==> config.mk <==
export PLATFORM = sky130hd
export DESIGN_NAME = chip_shiftreg_tester
export DESIGN_NICKNAME = d
export VERILOG_FILES = /design/src/rtl/chip_shiftreg_tester.sv
export SDC_FILE = /design/constraint.sdc
export NUM_CORES = 1
export LEC_CHECK = 0
export ABC_AREA = 1
export CORE_MARGIN = 2
export CORE_UTILIZATION = 33
export CTS_CLUSTER_DIAMETER = 200
export DETAILED_ROUTE_END_ITERATION = 7
export PLACE_DENSITY = 0.6
export SLEW_MARGIN = 20
export SYNTH_ARGS = -nofsm -noshare
export SYNTH_HDL_FRONTEND = slang
export SYNTH_SLANG_ARGS = --single-unit
==> constraint.sdc <==
create_clock -name Clk -period 4.9 [get_ports Clk]
set_input_delay 0.98 -clock Clk [delete_from_list [all_inputs] [get_ports Clk]]
set_output_delay 0.98 -clock Clk [all_outputs]
set_load 0.1 [all_outputs]
==> src/rtl/chip_shiftreg_tester.sv <==
// ---------------------------------------------------------------------------
// chip_shiftreg_tester
//
// Exhaustive functional tester for 74195-style parallel-access shift
// registers (J/Kn serial input, parallel load, direct clear, complemented
// last-stage output), generalised to WIDTH stages. Every (WIDTH+5)-bit
// vector is driven into the socket. After SETTLE_CYC cycles the DUT outputs
// are compared against an internal golden model.
//
// Ports
//   Clk          system clock
//   Reset        asynchronous, active-low reset
//   Run          start request, sampled only in IDLE
//   DISP_RSLT    result acknowledge; DONE -> IDLE
//   Dut_Q        DUT parallel outputs (Dut_Q[0] = first stage)
//   Dut_QnLast   DUT complemented last-stage output
//   Dut_CCLK, Dut_CLRn, Dut_SHLD, Dut_J, Dut_Kn, Dut_D  DUT control/data pins
//   Done         high while in DONE
//   RSLT         1 = every vector matched
//   Err_count    number of mismatching vectors, saturating
//   Fail_valid   first failure has been captured
//   Fail_vec     first failing vector
//   E            golden-model Q (captured expectation once Fail_valid)
//   Dbg_state    current FSM state, for observation only
//
// Handshake: Run is a level request that is only looked at in IDLE; a sweep
// then runs to completion regardless of Run. Done acts as "result valid"
// and stays high, with RSLT/Err_count/Fail_* stable, until DISP_RSLT is
// seen high on a clock edge. That edge returns the FSM to IDLE.
// ---------------------------------------------------------------------------
module chip_shiftreg_tester #(
   parameter int WIDTH      = 4,
   parameter int SETTLE_CYC = 2,
   parameter int ERR_W      = 8
) (
   input  logic               Clk,
   input  logic               Reset,
   input  logic               Run,
   input  logic               DISP_RSLT,
   input  logic [WIDTH-1:0]   Dut_Q,
   input  logic               Dut_QnLast,
   output logic               Dut_CCLK,
   output logic               Dut_CLRn,
   output logic               Dut_SHLD,
   output logic               Dut_J,
   output logic               Dut_Kn,
   output logic [WIDTH-1:0]   Dut_D,
   output logic               Done,
   output logic               RSLT,
   output logic [ERR_W-1:0]   Err_count,
   output logic               Fail_valid,
   output logic [WIDTH+4:0]   Fail_vec,
   output logic [WIDTH-1:0]   E,
   output logic [2:0]         Dbg_state
);

   localparam int VW = WIDTH + 5;
   localparam int SW = (SETTLE_CYC > 1) ? $clog2(SETTLE_CYC) : 1;
   localparam logic [SW-1:0] SETTLE_LAST = SW'(SETTLE_CYC - 1);

   typedef enum logic [2:0] {
      S_IDLE   = 3'd0,
      S_INIT   = 3'd1,
      S_DRIVE  = 3'd2,
      S_SETTLE = 3'd3,
      S_CHECK  = 3'd4,
      S_DONE   = 3'd5
   } state_t;

   state_t            state;
   logic [VW-1:0]     vec;
   logic [WIDTH-1:0]  model_q;
   logic [WIDTH-1:0]  fail_e;
   logic [SW-1:0]     settle_cnt;

   // Pin values decoded from the current vector. Active-low pins are
   // inverted so that vector 0 is "no clear, shift mode, hold".
   logic              v_cclk, v_clrn, v_shld, v_j, v_kn;
   logic [WIDTH-1:0]  v_d;
   logic              first_nxt;
   logic [WIDTH-1:0]  model_nxt;
   logic              mismatch;

   always_comb begin
      v_cclk = vec[0];
      v_d    = vec[WIDTH:1];
      v_shld = ~vec[WIDTH+1];
      v_j    = vec[WIDTH+2];
      v_kn   = ~vec[WIDTH+3];
      v_clrn = ~vec[WIDTH+4];

      // First-stage input from J/Kn: 00 clear, 11 set, 01 hold, 10 toggle.
      first_nxt = 1'b0;
      case ({v_j, v_kn})
         2'b00:   first_nxt = 1'b0;
         2'b11:   first_nxt = 1'b1;
         2'b01:   first_nxt = model_q[0];
         default: first_nxt = ~model_q[0];
      endcase

      // The previous vector's CCLK is still on the Dut_CCLK pin, so a
      // rising clock is "new CCLK high while the pin is still low".
      model_nxt = model_q;
      if (!v_clrn)
         model_nxt = '0;
      else if (v_cclk && !Dut_CCLK) begin
         if (!v_shld)
            model_nxt = v_d;
         else
            model_nxt = {model_q[WIDTH-2:0], first_nxt};
      end

      mismatch = ({Dut_Q, Dut_QnLast} != {model_q, ~model_q[WIDTH-1]});
   end

   always_ff @(posedge Clk or negedge Reset) begin
      if (!Reset) begin
         state      <= S_IDLE;
         vec        <= '0;
         model_q    <= '0;
         fail_e     <= '0;
         settle_cnt <= '0;
         Dut_CCLK   <= 1'b0;
         Dut_CLRn   <= 1'b0;
         Dut_SHLD   <= 1'b0;
         Dut_J      <= 1'b0;
         Dut_Kn     <= 1'b0;
         Dut_D      <= '0;
         Done       <= 1'b0;
         RSLT       <= 1'b0;
         Err_count  <= '0;
         Fail_valid <= 1'b0;
         Fail_vec   <= '0;
      end else begin
         case (state)
            S_IDLE: begin
               if (Run)
                  state <= S_INIT;
            end

            S_INIT: begin
               Dut_CCLK   <= 1'b0;
               Dut_CLRn   <= 1'b0;
               Dut_SHLD   <= 1'b0;
               Dut_J      <= 1'b0;
               Dut_Kn     <= 1'b0;
               Dut_D      <= '0;
               vec        <= '0;
               model_q    <= '0;
               fail_e     <= '0;
               Err_count  <= '0;
               Fail_valid <= 1'b0;
               Fail_vec   <= '0;
               RSLT       <= 1'b1;
               state      <= S_DRIVE;
            end

            S_DRIVE: begin
               Dut_CCLK   <= v_cclk;
               Dut_CLRn   <= v_clrn;
               Dut_SHLD   <= v_shld;
               Dut_J      <= v_j;
               Dut_Kn     <= v_kn;
               Dut_D      <= v_d;
               model_q    <= model_nxt;
               settle_cnt <= '0;
               state      <= S_SETTLE;
            end

            S_SETTLE: begin
               if (settle_cnt == SETTLE_LAST)
                  state <= S_CHECK;
               else
                  settle_cnt <= settle_cnt + 1'b1;
            end

            S_CHECK: begin
               if (mismatch) begin
                  RSLT <= 1'b0;
                  if (Err_count != {ERR_W{1'b1}})
                     Err_count <= Err_count + 1'b1;
                  if (!Fail_valid) begin
                     Fail_valid <= 1'b1;
                     Fail_vec   <= vec;
                     fail_e     <= model_q;
                  end
               end
               if (&vec) begin
                  Dut_CCLK <= 1'b0;
                  Dut_CLRn <= 1'b0;
                  Dut_SHLD <= 1'b0;
                  Dut_J    <= 1'b0;
                  Dut_Kn   <= 1'b0;
                  Dut_D    <= '0;
                  Done     <= 1'b1;
                  state    <= S_DONE;
               end else begin
                  vec   <= vec + 1'b1;
                  state <= S_DRIVE;
               end
            end

            S_DONE: begin
               if (DISP_RSLT) begin
                  Done  <= 1'b0;
                  state <= S_IDLE;
               end
            end

            default: state <= S_IDLE;
         endcase
      end
   end

   assign E         = Fail_valid ? fail_e : model_q;
   assign Dbg_state = state;

endmodule
After elaboration in Yosys (flattened, before gate mapping)
Index checks and enable logic that the tools add are counted.

Output and inout port bits: 36. Bits in registers: 50.

Reductions and logical operators: 19. $add $sub $neg: 3. Equal/unequal tests: 19. Bitwise operators: 5. Multiplexer cells: 38.

Operators with widths (count): case mux 9 bit (2 select lines) (2); 2-to-1 mux 9 bit (3); 2-to-1 mux 4 bit (6); case mux 1 bit (3 select lines) (6); case mux 3 bit (6 select lines) (1); 2-to-1 mux 8 bit (2); inequality test 2 bit (second input constant) (8); case mux 4 bit (2 select lines) (2); case mux 8 bit (2 select lines) (1); AND reduction 3 bit (5); 2-to-1 mux 3 bit (4); case mux 4 bit (3 select lines) (1); adder 9 x 1 -> 9 bit (second input constant) (1); AND reduction 9 bit (1); adder 8 x 1 -> 8 bit (second input constant) (1); inequality test 8 bit (second input constant) (1); case mux 1 bit (2 select lines) (4); AND reduction 2 bit (4); nonzero test 2 bit (4); equality test 3 x 2 -> 1 bit (second input constant) (2); equality test 3 bit (second input constant) (2); 2-to-1 mux 1 bit (6); inequality test 5 bit (1); inverter 1 bit (5); other kinds (11) (11).

Longest topological paths before layout
Gate-level depths: netlist (run 1).

Depth in word-level cells: 7. Gate-level depth with buffers: 12. Gate-level depth less buffers: 12.

Worst setup path before layout (run 1)
OpenSTA, ideal clock, no wires.

Path type: flip-flop to output port. Start point: register Fail_valid. End point: output port E[0]. Data required time: 3.920 ns. Cell stages (with the launch flop): 5. Path buffers: 0. Setup slack: 1.983 ns. Arrival: 1.937 ns. Path through: dfrtp_1 inv_1 or2_2 o21ai_0 inv_1.

Word-level cells in the longest chain between the ends: 1.

Ends and longest elaborated chain: start: declaration (RTL line 51) `output logic Fail_valid,`; start signal: assignment (RTL line 132) `Fail_valid <= 1'b0;`; start signal: assignment (RTL line 152) `Fail_valid <= 1'b0;`; start signal: assignment (RTL line 183) `Fail_valid <= 1'b1;`; 2-to-1 mux 4 bit; end: declaration (RTL line 53) `output logic [WIDTH-1:0] E,`.

Every way passes these cells.

Worst setup path after layout (run 1)
Start point: register Fail_valid. End point: output port E[3].

Same word-level chain as after synthesis.

==> results of run 1 <==
[worst max-delay path, cell delays in order, from the launching register on]
cell             delay, ns
dfrtp_1               0.47
inv_1                 0.11
or2_2                 0.28
o21ai_0               0.10
inv_1                 0.07
clkdlybuf4s50_1       0.97
[final timing paths]
check,start,end,depth (start not counted)
max in group asynchronous,Reset,fail_e[2]$_DFFE_PN0P_,2
hold / removal,Fail_vec[6]$_DFFE_PN0P_,Fail_vec[6]$_DFFE_PN0P_,2
setup reg to reg,vec[0]$_DFFE_PN0P_,vec[7]$_DFFE_PN0P_,11
min in group asynchronous,Reset,Dut_D[3]$_DFFE_PN0P_,2
setup / recovery,Fail_valid$_DFFE_PN0P_,E[3],5
hold reg to reg,Fail_vec[6]$_DFFE_PN0P_,Fail_vec[6]$_DFFE_PN0P_,2
[stage by stage]
step	power [mW]	instance area [um^2]	instances	worst slack (ns)
6_report	1.79	3290	486	1.62
5_1_grt	1.91	3290	486	1.45
4_1_cts	1.81	3290	486	1.61
3_5_place_dp	1.55	3190	478	1.95
3_3_place_gp	1.54	3190	478	2.00
2_1_floorplan	1.34	2690	339	1.98
[synth_stat cells, types with 2 or more instances]
cell type / number
nand4_1: 12
o21a_1: 2
a21oi_1: 7
buf_2: 3
nand3_2: 2
nand2_1: 105
nand3b_1: 3
nand2_4: 5
ha_1: 6
o21ai_0: 32
or2_2: 4
inv_1: 35
nor2_1: 23
buf_6: 4
nor2_4: 2
dfrtp_1: 50
nand2_2: 2
nand3_1: 30
[cell type report]
class                   instances  area [um^2]  share of cell area, %
clock buffers                   7         86.3                   2.63
clock inverters                 1         5.00                  0.152
inverters                      37          144                   4.38
multi-input cells             244         1230                   37.4
flip-flops and latches         50         1250                   38.1
well taps                     102          128                   3.88
repair buffers                 45          443                   13.5
[power by group]
part           total [mW]  switching, mW  internal, mW
clock               0.253          0.139         0.114
sequential          0.556         0.0763         0.480
combinational       0.985          0.767         0.219
total                1.79          0.982         0.813
[registers in the layout, summed over array words and instances (netlist names), 3 cells and up]
name,cells
Dbg_state,3
fail_e,4
vec,9
Err_count,8
model_q,4
Fail_vec,9
Dut_D,4
[kinds of logic (layout without fill, tap and decap cells)]
family	after synthesis	in the layout	synth area share, %
AO/OA/AOI/OAI	45	45	8.94
AND/OR/NAND/NOR	192	192	33.7
buffers and inverters	45	90	7.73
adder cells (fa/ha/maj)	6	6	2.79
XOR/XNOR	1	1	0.326
flip-flops	50	50	46.6
[per-layer routing]
layer  share of wire [%]  wire length, um
met4                 1.2               76
met3                 5.8              369
met5                   0                0
met1                  47             2970
met2                  46             2910
==> impl_metrics.csv, run 1 <==
group,metric,value,unit
status,status,"completed",
sta,fmax,305,MHz
logic_synthesis,syn_avg_cell_area,7.93,um^2
placed_design,numPortBuffers,44,
logic_synthesis,synth_seq_area_share,46.6,%
final_layout,num_antenna_cells,0,
logic_synthesis,yosysTopAreaCell,"dfrtp_1",
logic_synthesis,synth_seq_cells,50,
detailed_routing,routed_wl,6330,um
floorplan,die_area,8880,um^2
detailed_routing,avgRoutedWirePerCell,13.0,um
worst_setup_path,critPathMaxFanout,8,
detailed_routing,ant_nets,0,
clock_network,cts_setup_buffers,0,
floorplan,core.rowCount,32,
sta,fin_crit_sh,66.9,%
sta,rsz0062_at_grt,"false",
detailed_routing,first_pass_iters,4,
logic_synthesis,synth-edff-count,0,
sta,maxSlewHeadroom,34.2,%
floorplan,floorplan.initialDensity,34.4,%
floorplan,pin_count,45,
sta,hold_viol_final,0,
clock_network,ctsHoldBuffers,0,
sta,worst_clock_skew,0.00246,ns
detailed_routing,first_iter_violations,157,
sta,finalSetupViolCount,0,
clock_network,clock_latency,0.30,ns
grt,grt_pass1_wl,10900,um
clock_network,cts_max_level,2,
clock_network,cts_tree,"yes",
sta,hold_slack,0.478,ns
detailed_routing,drcViolationCount,0,
hold_path,min-delay-path-class,"register to register",
worst_setup_path,endpoint_kind,"output port",
floorplan,die_h,94.2,um
grt,met3_usage,2.89,%
final_layout,final_nets,398,
clock_network,cts_inserted_buffers,5,
floorplan,core,7810,um^2
final_layout,mostFrequentLayoutCells,"105 x nand2_1, 50 x dfrtp_1, 43 x clkdlybuf4s50_1",
grt,grt_use_met2,24.6,%
final_layout,mostFrequentLayoutCell,"nand2_1",
detailed_routing,vias,2405,
grt,gr-total-overflow,0,
final_layout,drive_gt1_share,7.81,%
worst_setup_path,r2r_setup_slack,2.75,ns
grt,antenna_found_initial,0,
run,maxCapViolCount,0,
placed_design,gp_congestion,0.808,
logic_synthesis,ys_warn_count,0,
floorplan,dieWidth,94.2,um
worst_setup_path,worstSetupPathType,"register to output port",
logic_synthesis,ys.flop_type,"dfrtp_1",
sta,report.final.slew_viol_count,0,
clock_network,cts-root-buf,"clkbuf_8",
pwr,power.leakage,1.57,nW
clock_network,cts_resized,0,
logic_synthesis,synth_cell_type_count,30,
detailed_routing,via_per_inst,4.95,
grt,grt.total_usage,15.4,%
clock_network,clock-sinks,50,
sta,worst_pin_slew,0.983,ns
worst_setup_path,required,3.92,ns
logic_synthesis,synth.net_count,354,
final_layout,filler_cell_count,819,
logic_synthesis,netlist_area,2690,um^2
grt,top_usage_layer,"met2",
grt,grt_max_degree,51,
sta,fin_crit,3.28,ns
worst_setup_path,cp-start-kind,"register",
logic_synthesis,synth-async-reset-ratio,100,%
pwr,vdd_drop_max,0.355,mV
logic_synthesis,syn_inst,339,
grt,grt_use_met1,21.4,%
placed_design,hpwl,4600,um
clock_network,cts_buffer_depth,2,
pwr,power_density,546,nW/um^2
worst_setup_path,arrival,2.30,ns
logic_synthesis,synth_top_area_share,46.6,%
final_layout,area_growth_syn_to_layout,22.3,%
logic_synthesis,synth_top_cells_by_area,"dfrtp_1 47%, nand2_1 15%, o21ai_0 6.0%, nand3_1 5.6%, inv_1 4.9%",
final_layout,final_util,42.1,%
clock_network,path_clk_slew,0.09,ns
sta,setup-tns-final,0,ns
grt,grt_pass1_vias,2315,
Note: power is estimated with default switching activity, not from simulation.
==> run 2, diff against run 1 <==
--- a/config.mk
+++ b/config.mk
@@ -10,7 +10,7 @@
 export CORE_UTILIZATION = 33
 export CTS_CLUSTER_DIAMETER = 200
 export DETAILED_ROUTE_END_ITERATION = 7
-export PLACE_DENSITY = 0.6
+export PLACE_DENSITY = 0.62
 export SLEW_MARGIN = 20
 export SYNTH_ARGS = -nofsm -noshare
 export SYNTH_HDL_FRONTEND = slang
==> constraint.sdc (replaced) <==
create_clock -name Clk -period 2.8 [get_ports Clk]
set_input_delay 0.56 -clock Clk [delete_from_list [all_inputs] [get_ports Clk]]
set_output_delay 0.56 -clock Clk [all_outputs]
set_load 0.1 [all_outputs]
==> run 2 against run 1 <==
Utilization shrank 0.69 points; clock-buffer cell count down 1; flip-flop and latch count unchanged; critical path depth unchanged; clock skew up 0.0060 ns; non-clock buffer count rose by 2; via count fell by 1.7%; power grew 78%; sequential share of layout area up 0.63 points; final area down 1.6%.
==> impl_metrics.csv, run 2 (synthesis gave the netlist of run 1 again) <==
group,metric,value,unit
placed_design,gp_congestion,0.889,
final_layout,drive_gt1_share,17.7,%
floorplan,die_area,8880,um^2
floorplan,dieWidth,94.2,um
grt,grt_max_degree,25,
sta,fin_crit_sh,77.4,%
pwr,p_total,3.20,mW
detailed_routing,avgRoutedWirePerCell,13.0,um
grt,antenna_found_initial,0,
hold_path,min-delay-path-class,"input pin to async pin",
clock_network,cts_resized,0,
pwr,power_density,990,nW/um^2
status,status,"completed",
grt,gr-total-overflow,0,
detailed_routing,drcViolationCount,0,
pwr,power.leakage,1.65,nW
floorplan,floorplan.initialDensity,34.4,%
grt,grt_pass1_vias,2283,
pwr,power.internal,1.48,mW
sta,setup-tns-final,0,ns
placed_design,numPortBuffers,44,
final_layout,num_antenna_cells,0,
detailed_routing,first_iter_violations,117,
clock_network,cts_tree,"yes",
sta,finalWorstSetupSlack,0.632,ns
floorplan,core,7810,um^2
placed_design,dp_slack,0.653,ns
detailed_routing,first_pass_iters,6,
floorplan,pin_count,45,
floorplan,core.rowCount,32,
grt,grt_pass1_wl,10600,um
clock_network,cts_buffer_depth,2,
sta,worst_pin_slew,0.439,ns
grt,grt.total_usage,15.1,%
worst_setup_path,setup.worst_path.start,"Fail_valid$_DFFE_PN0P_",
clock_network,cts-root-buf,"clkbuf_8",
clock_network,path_clk_slew,0.09,ns
detailed_routing,via_per_inst,4.85,
clock_network,cts_setup_buffers,0,
pwr,vdd_drop_max,0.595,mV
worst_setup_path,r2r_start,"vec[1]$_DFFE_PN0P_",
placed_design,hpwl,4740,um
clock_network,ctsHoldBuffers,0,
worst_setup_path,critPathMaxFanout,8,
run,maxCapViolCount,0,
clock_network,clock_latency,0.30,ns
clock_network,cts_max_level,2,
pwr,p_sw,1.72,mW
pwr,power.share.clock,16.1,%
sta,rsz0062_at_grt,"false",
detailed_routing,vias,2363,
worst_setup_path,worstSetupPathType,"register to output port",
worst_setup_path,crit_path_end,"E[0]",
worst_setup_path,required,2.24,ns
pwr,pwr-share-comb,53.5,%
worst_setup_path,arrival,1.61,ns
worst_setup_path,endpoint_kind,"output port",
pwr,p_seq_share,30.3,%
sta,report.final.slew_viol_count,0,
final_layout,top_regs,"Fail_vec (9), vec (9), Err_count (8)",
sta,finalSetupViolCount,0,
worst_setup_path,r2r_setup_slack,0.76,ns
floorplan,die_h,94.2,um
final_layout,mostFrequentLayoutCell,"nand2_1",
worst_setup_path,worst-r2r-cell-count,11,
final_layout,mostFrequentLayoutCells,"105 x nand2_1, 50 x dfrtp_1, 39 x buf_4",
sta,fmax,461,MHz
clock_network,clock-sinks,50,
final_layout,area_growth_syn_to_layout,20.3,%
detailed_routing,ant_nets,0,
clock_network,cts_inserted_buffers,5,
detailed_routing,routed_wl,6350,um
sta,worst_clock_skew,0.00845,ns
worst_setup_path,rr_endpoint,"vec[7]$_DFFE_PN0P_",
sta,maxSlewHeadroom,70.7,%
final_layout,final_nets,400,
worst_setup_path,cp-start-kind,"register",
pwr,sw_frac_of_total,53.7,%
sta,hold_viol_final,0,
sta,fin_crit,2.17,ns
run 2: final cells by class:
type / instances / area, um^2
Clock buffer: 6 / 82.6
Fill cell: 803 / 4580
Inverter: 37 / 144
Sequential cell: 50 / 1250
Timing Repair Buffer: 47 / 368
Multi-Input combinational cell: 244 / 1230
Clock inverter: 1 / 30.0
Tap cell: 102 / 128
run 2: worst max-delay path, stage by stage, from the launching register on:
cell	delay, ns
dfrtp_1	0.49
inv_1	0.11
or2_2	0.27
o21ai_0	0.13
inv_1	0.07
buf_4	0.24
run 2: worst min path at each step:
stage / start / to / slack, ns / cells past startpoint
after global placement: Fail_vec[4]$_DFFE_PN0P_ / Fail_vec[4]$_DFFE_PN0P_ / 0.46 / 2
final: Reset / fail_e[3]$_DFFE_PN0P_ / 0.15 / 1
after CTS: Reset / fail_e[3]$_DFFE_PN0P_ / 0.15 / 1
after global routing: Reset / fail_e[3]$_DFFE_PN0P_ / 0.16 / 1
after floorplan: Reset / Dbg_state[0]$_DFFE_PN0P_ / 0.26 / 0
after detailed placement: Fail_vec[4]$_DFFE_PN0P_ / Fail_vec[4]$_DFFE_PN0P_ / 0.46 / 2
run 2: through the flow:
step | instance area (um^2) | utilization (%) | hold slack, ns | instances
3_5_place_dp | 3120 | 40.0 | 0.462 | 480
6_report | 3230 | 41.4 | 0.146 | 487
5_1_grt | 3230 | 41.4 | 0.162 | 487
3_3_place_gp | 3120 | 40.0 | 0.459 | 480
4_1_cts | 3230 | 41.4 | 0.146 | 487
2_1_floorplan | 2690 | - | 0.264 | 339
run 2: metal layers:
layer  GRT usage [%]  wire length [um]  up-vias
li1                -                 -     1193
met1            20.4              3050     1116
met2            24.8              2970       48
met3            2.49               253        6
met4            4.47                82        0
met5               0                 0        -
run 2: power by group through the flow:
stage	Sequential, mW	Combinational (mW)	Clock, mW
floorplan	1.49	0.855	0
global placement	0.986	1.70	0
detailed placement	0.983	1.72	0
CTS	0.971	1.72	0.536
global route	0.991	1.84	0.559
finish	0.970	1.71	0.516
==> run 3, diff against run 2 <==
==> constraint.sdc (replaced) <==
create_clock -name Clk -period 1.99 [get_ports Clk]
set_input_delay 0.398 -clock Clk [delete_from_list [all_inputs] [get_ports Clk]]
set_output_delay 0.398 -clock Clk [all_outputs]
set_load 0.1 [all_outputs]
==> run 3 against run 2 <==
Sequential share of layout area decreased by 2.7 points; sequential power increased by 39%; largest cell class unchanged; highest routed layer unchanged; power rose by 51%.
==> impl_metrics.csv, run 3 (synthesis gave the netlist of run 1 again) <==
group,metric,value,unit
sta,finalSetupViolCount,0,
sta,maxSlewHeadroom,72.6,%
floorplan,die_area,8880,um^2
detailed_routing,vias,2423,
sta,setup-tns-final,0,ns
floorplan,die_h,94.2,um
worst_setup_path,worstSetupPathType,"register to output port",
worst_setup_path,critPathMaxFanout,7,
floorplan,pin_count,45,
worst_setup_path,cp-start-kind,"register",
status,status,"completed",
final_layout,area_growth_syn_to_layout,29.9,%
clock_network,cts_max_level,2,
sta,fin_crit,1.89,ns
clock_network,cts_inserted_buffers,5,
final_layout,instances_no_fill,499,
placed_design,dp_slack,-0.0252,ns
worst_setup_path,crit_slowest_cell,"dfrtp_2",
placed_design,dp_cells,488,
grt,grt_max_degree,51,
pwr,vdd_drop_max,0.681,mV
detailed_routing,routed_wl,6480,um
worst_setup_path,arrival,1.49,ns
clock_network,cts-root-buf,"clkbuf_8",
final_layout,num_antenna_cells,0,
hold_path,min-delay-path-class,"input pin to async pin",
sta,fin_crit_sh,94.9,%
final_layout,drive_gt1_share,22.7,%
detailed_routing,avgRoutedWirePerCell,13.0,um
sta,finalWorstSetupSlack,0.101,ns
final_layout,filler_cell_count,795,
pwr,power_density,1380,nW/um^2
sta,report.final.slew_viol_count,0,
placed_design,place_area,3350,um^2
detailed_routing,drcViolationCount,0,
final_layout,finalInstanceArea,3490,um^2
detailed_routing,via_per_inst,4.86,
placed_design,gp_congestion,0.889,
clock_network,path_clk_slew,0.10,ns
grt,gr-total-overflow,0,
floorplan,core.rowCount,32,
grt,antenna_found_initial,0,
placed_design,numPortBuffers,44,
pwr,power.leakage,1.74,nW
final_layout,mostFrequentLayoutCells,"105 x nand2_1, 46 x dfrtp_1, 37 x buf_4",
detailed_routing,first_iter_violations,82,
clock_network,clock_latency,0.31,ns
clock_network,cts_tree,"yes",
floorplan,floorplan.initialDensity,34.4,%
floorplan,core,7810,um^2
worst_setup_path,setup.worst_path.start,"Fail_valid$_DFFE_PN0P_",
sta,hold_viol_final,0,
placed_design,hpwl,4810,um
final_layout,top_regs,"Fail_vec (9), vec (9), Err_count (8)",
clock_network,clock-sinks,50,
sta,worst_clock_skew,0.0109,ns
worst_setup_path,slowest_delay,0.43,ns
worst_setup_path,crit_chain,"inv_1, or2_2, o21ai_0, inv_2, buf_12",
run,maxCapViolCount,0,
final_layout,mostFrequentLayoutCell,"nand2_1",
grt,grt_pass1_vias,2176,
grt,grt.total_usage,15.1,%
sta,fmax,529,MHz
floorplan,dieWidth,94.2,um
detailed_routing,ant_nets,0,
final_layout,final_nets,411,
worst_setup_path,required,1.59,ns
sta,worst_pin_slew,0.410,ns
worst_setup_path,endpoint_kind,"output port",
grt,grt_pass1_wl,10600,um
final_layout,final_util,44.7,%
clock_network,cts_buffer_depth,2,
detailed_routing,first_pass_iters,4,
worst_setup_path,r2r_start,"vec[0]$_DFFE_PN0P_",
run 3: worst paths after layout:
kind	end	slack, ns	cells after the start
worst max register to register	vec[0]$_DFFE_PN0P_	0.19	12
max in group asynchronous	Err_count[1]$_DFFE_PN0P_	1.68	2
worst min-delay path	Dut_CLRn$_DFFE_PN0P_	0.06	2
worst max-delay path	E[3]	0.10	5
min in group Clk	Fail_vec[6]$_DFFE_PN0P_	0.48	2
worst min register to register	Fail_vec[6]$_DFFE_PN0P_	0.48	2
run 3: metrics by stage:
| stage | power, mW | hold WS [ns] |
|---|---|---|
| 2_1_floorplan | 3.31 | 0.102 |
| 3_3_place_gp | 4.07 | 0.409 |
| 3_5_place_dp | 4.10 | 0.410 |
| 4_1_cts | 4.82 | 0.0680 |
| 5_1_grt | 5.08 | 0.0679 |
| 6_report | 4.83 | 0.0555 |
run 3: critical path: cells and delay by family, from the launching register on:
family / cells / cell delay, ns
buffers and inverters: 3 / 0.34
AO/OA/AOI/OAI: 1 / 0.14
flip-flops: 1 / 0.43
AND/OR/NAND/NOR: 1 / 0.27
run 3: final cells by class:
cell class              instances  area, um^2  area share (%)
repair buffers                 58         613            17.6
clock buffers                   5        68.8            1.97
inverters                      37         144            4.12
clock inverters                 3        40.0            1.15
flip-flops and latches         50        1260            36.0
well taps                     102         128            3.66
multi-input cells             244        1240            35.6
run 3: timing repair:
action | 4_1_cts | 5_1_grt
buffers inserted | 0 | 3
endpoints found under the setup margin | 3 | 13
resized for setup | 1 | 3
hold buffers | 0 | 0
endpoints found under the hold margin | 0 | 0
run 3: power breakdown:
part / leakage (nW) / switching [mW] / total, mW / internal, mW
logic: 1.01 / 1.99 / 2.76 / 0.772
registers: 0.671 / 0.168 / 1.35 / 1.19
clock network: 0.0579 / 0.350 / 0.720 / 0.371
run 3: layer usage:
layer	vias to the layer above	track usage (%)	part of all wire (%)
met5	-	0	0
met4	0	3.62	1.0
met3	6	2.73	4.3
met2	48	24.2	48
met1	1148	21.2	47
li1	1221	-	-
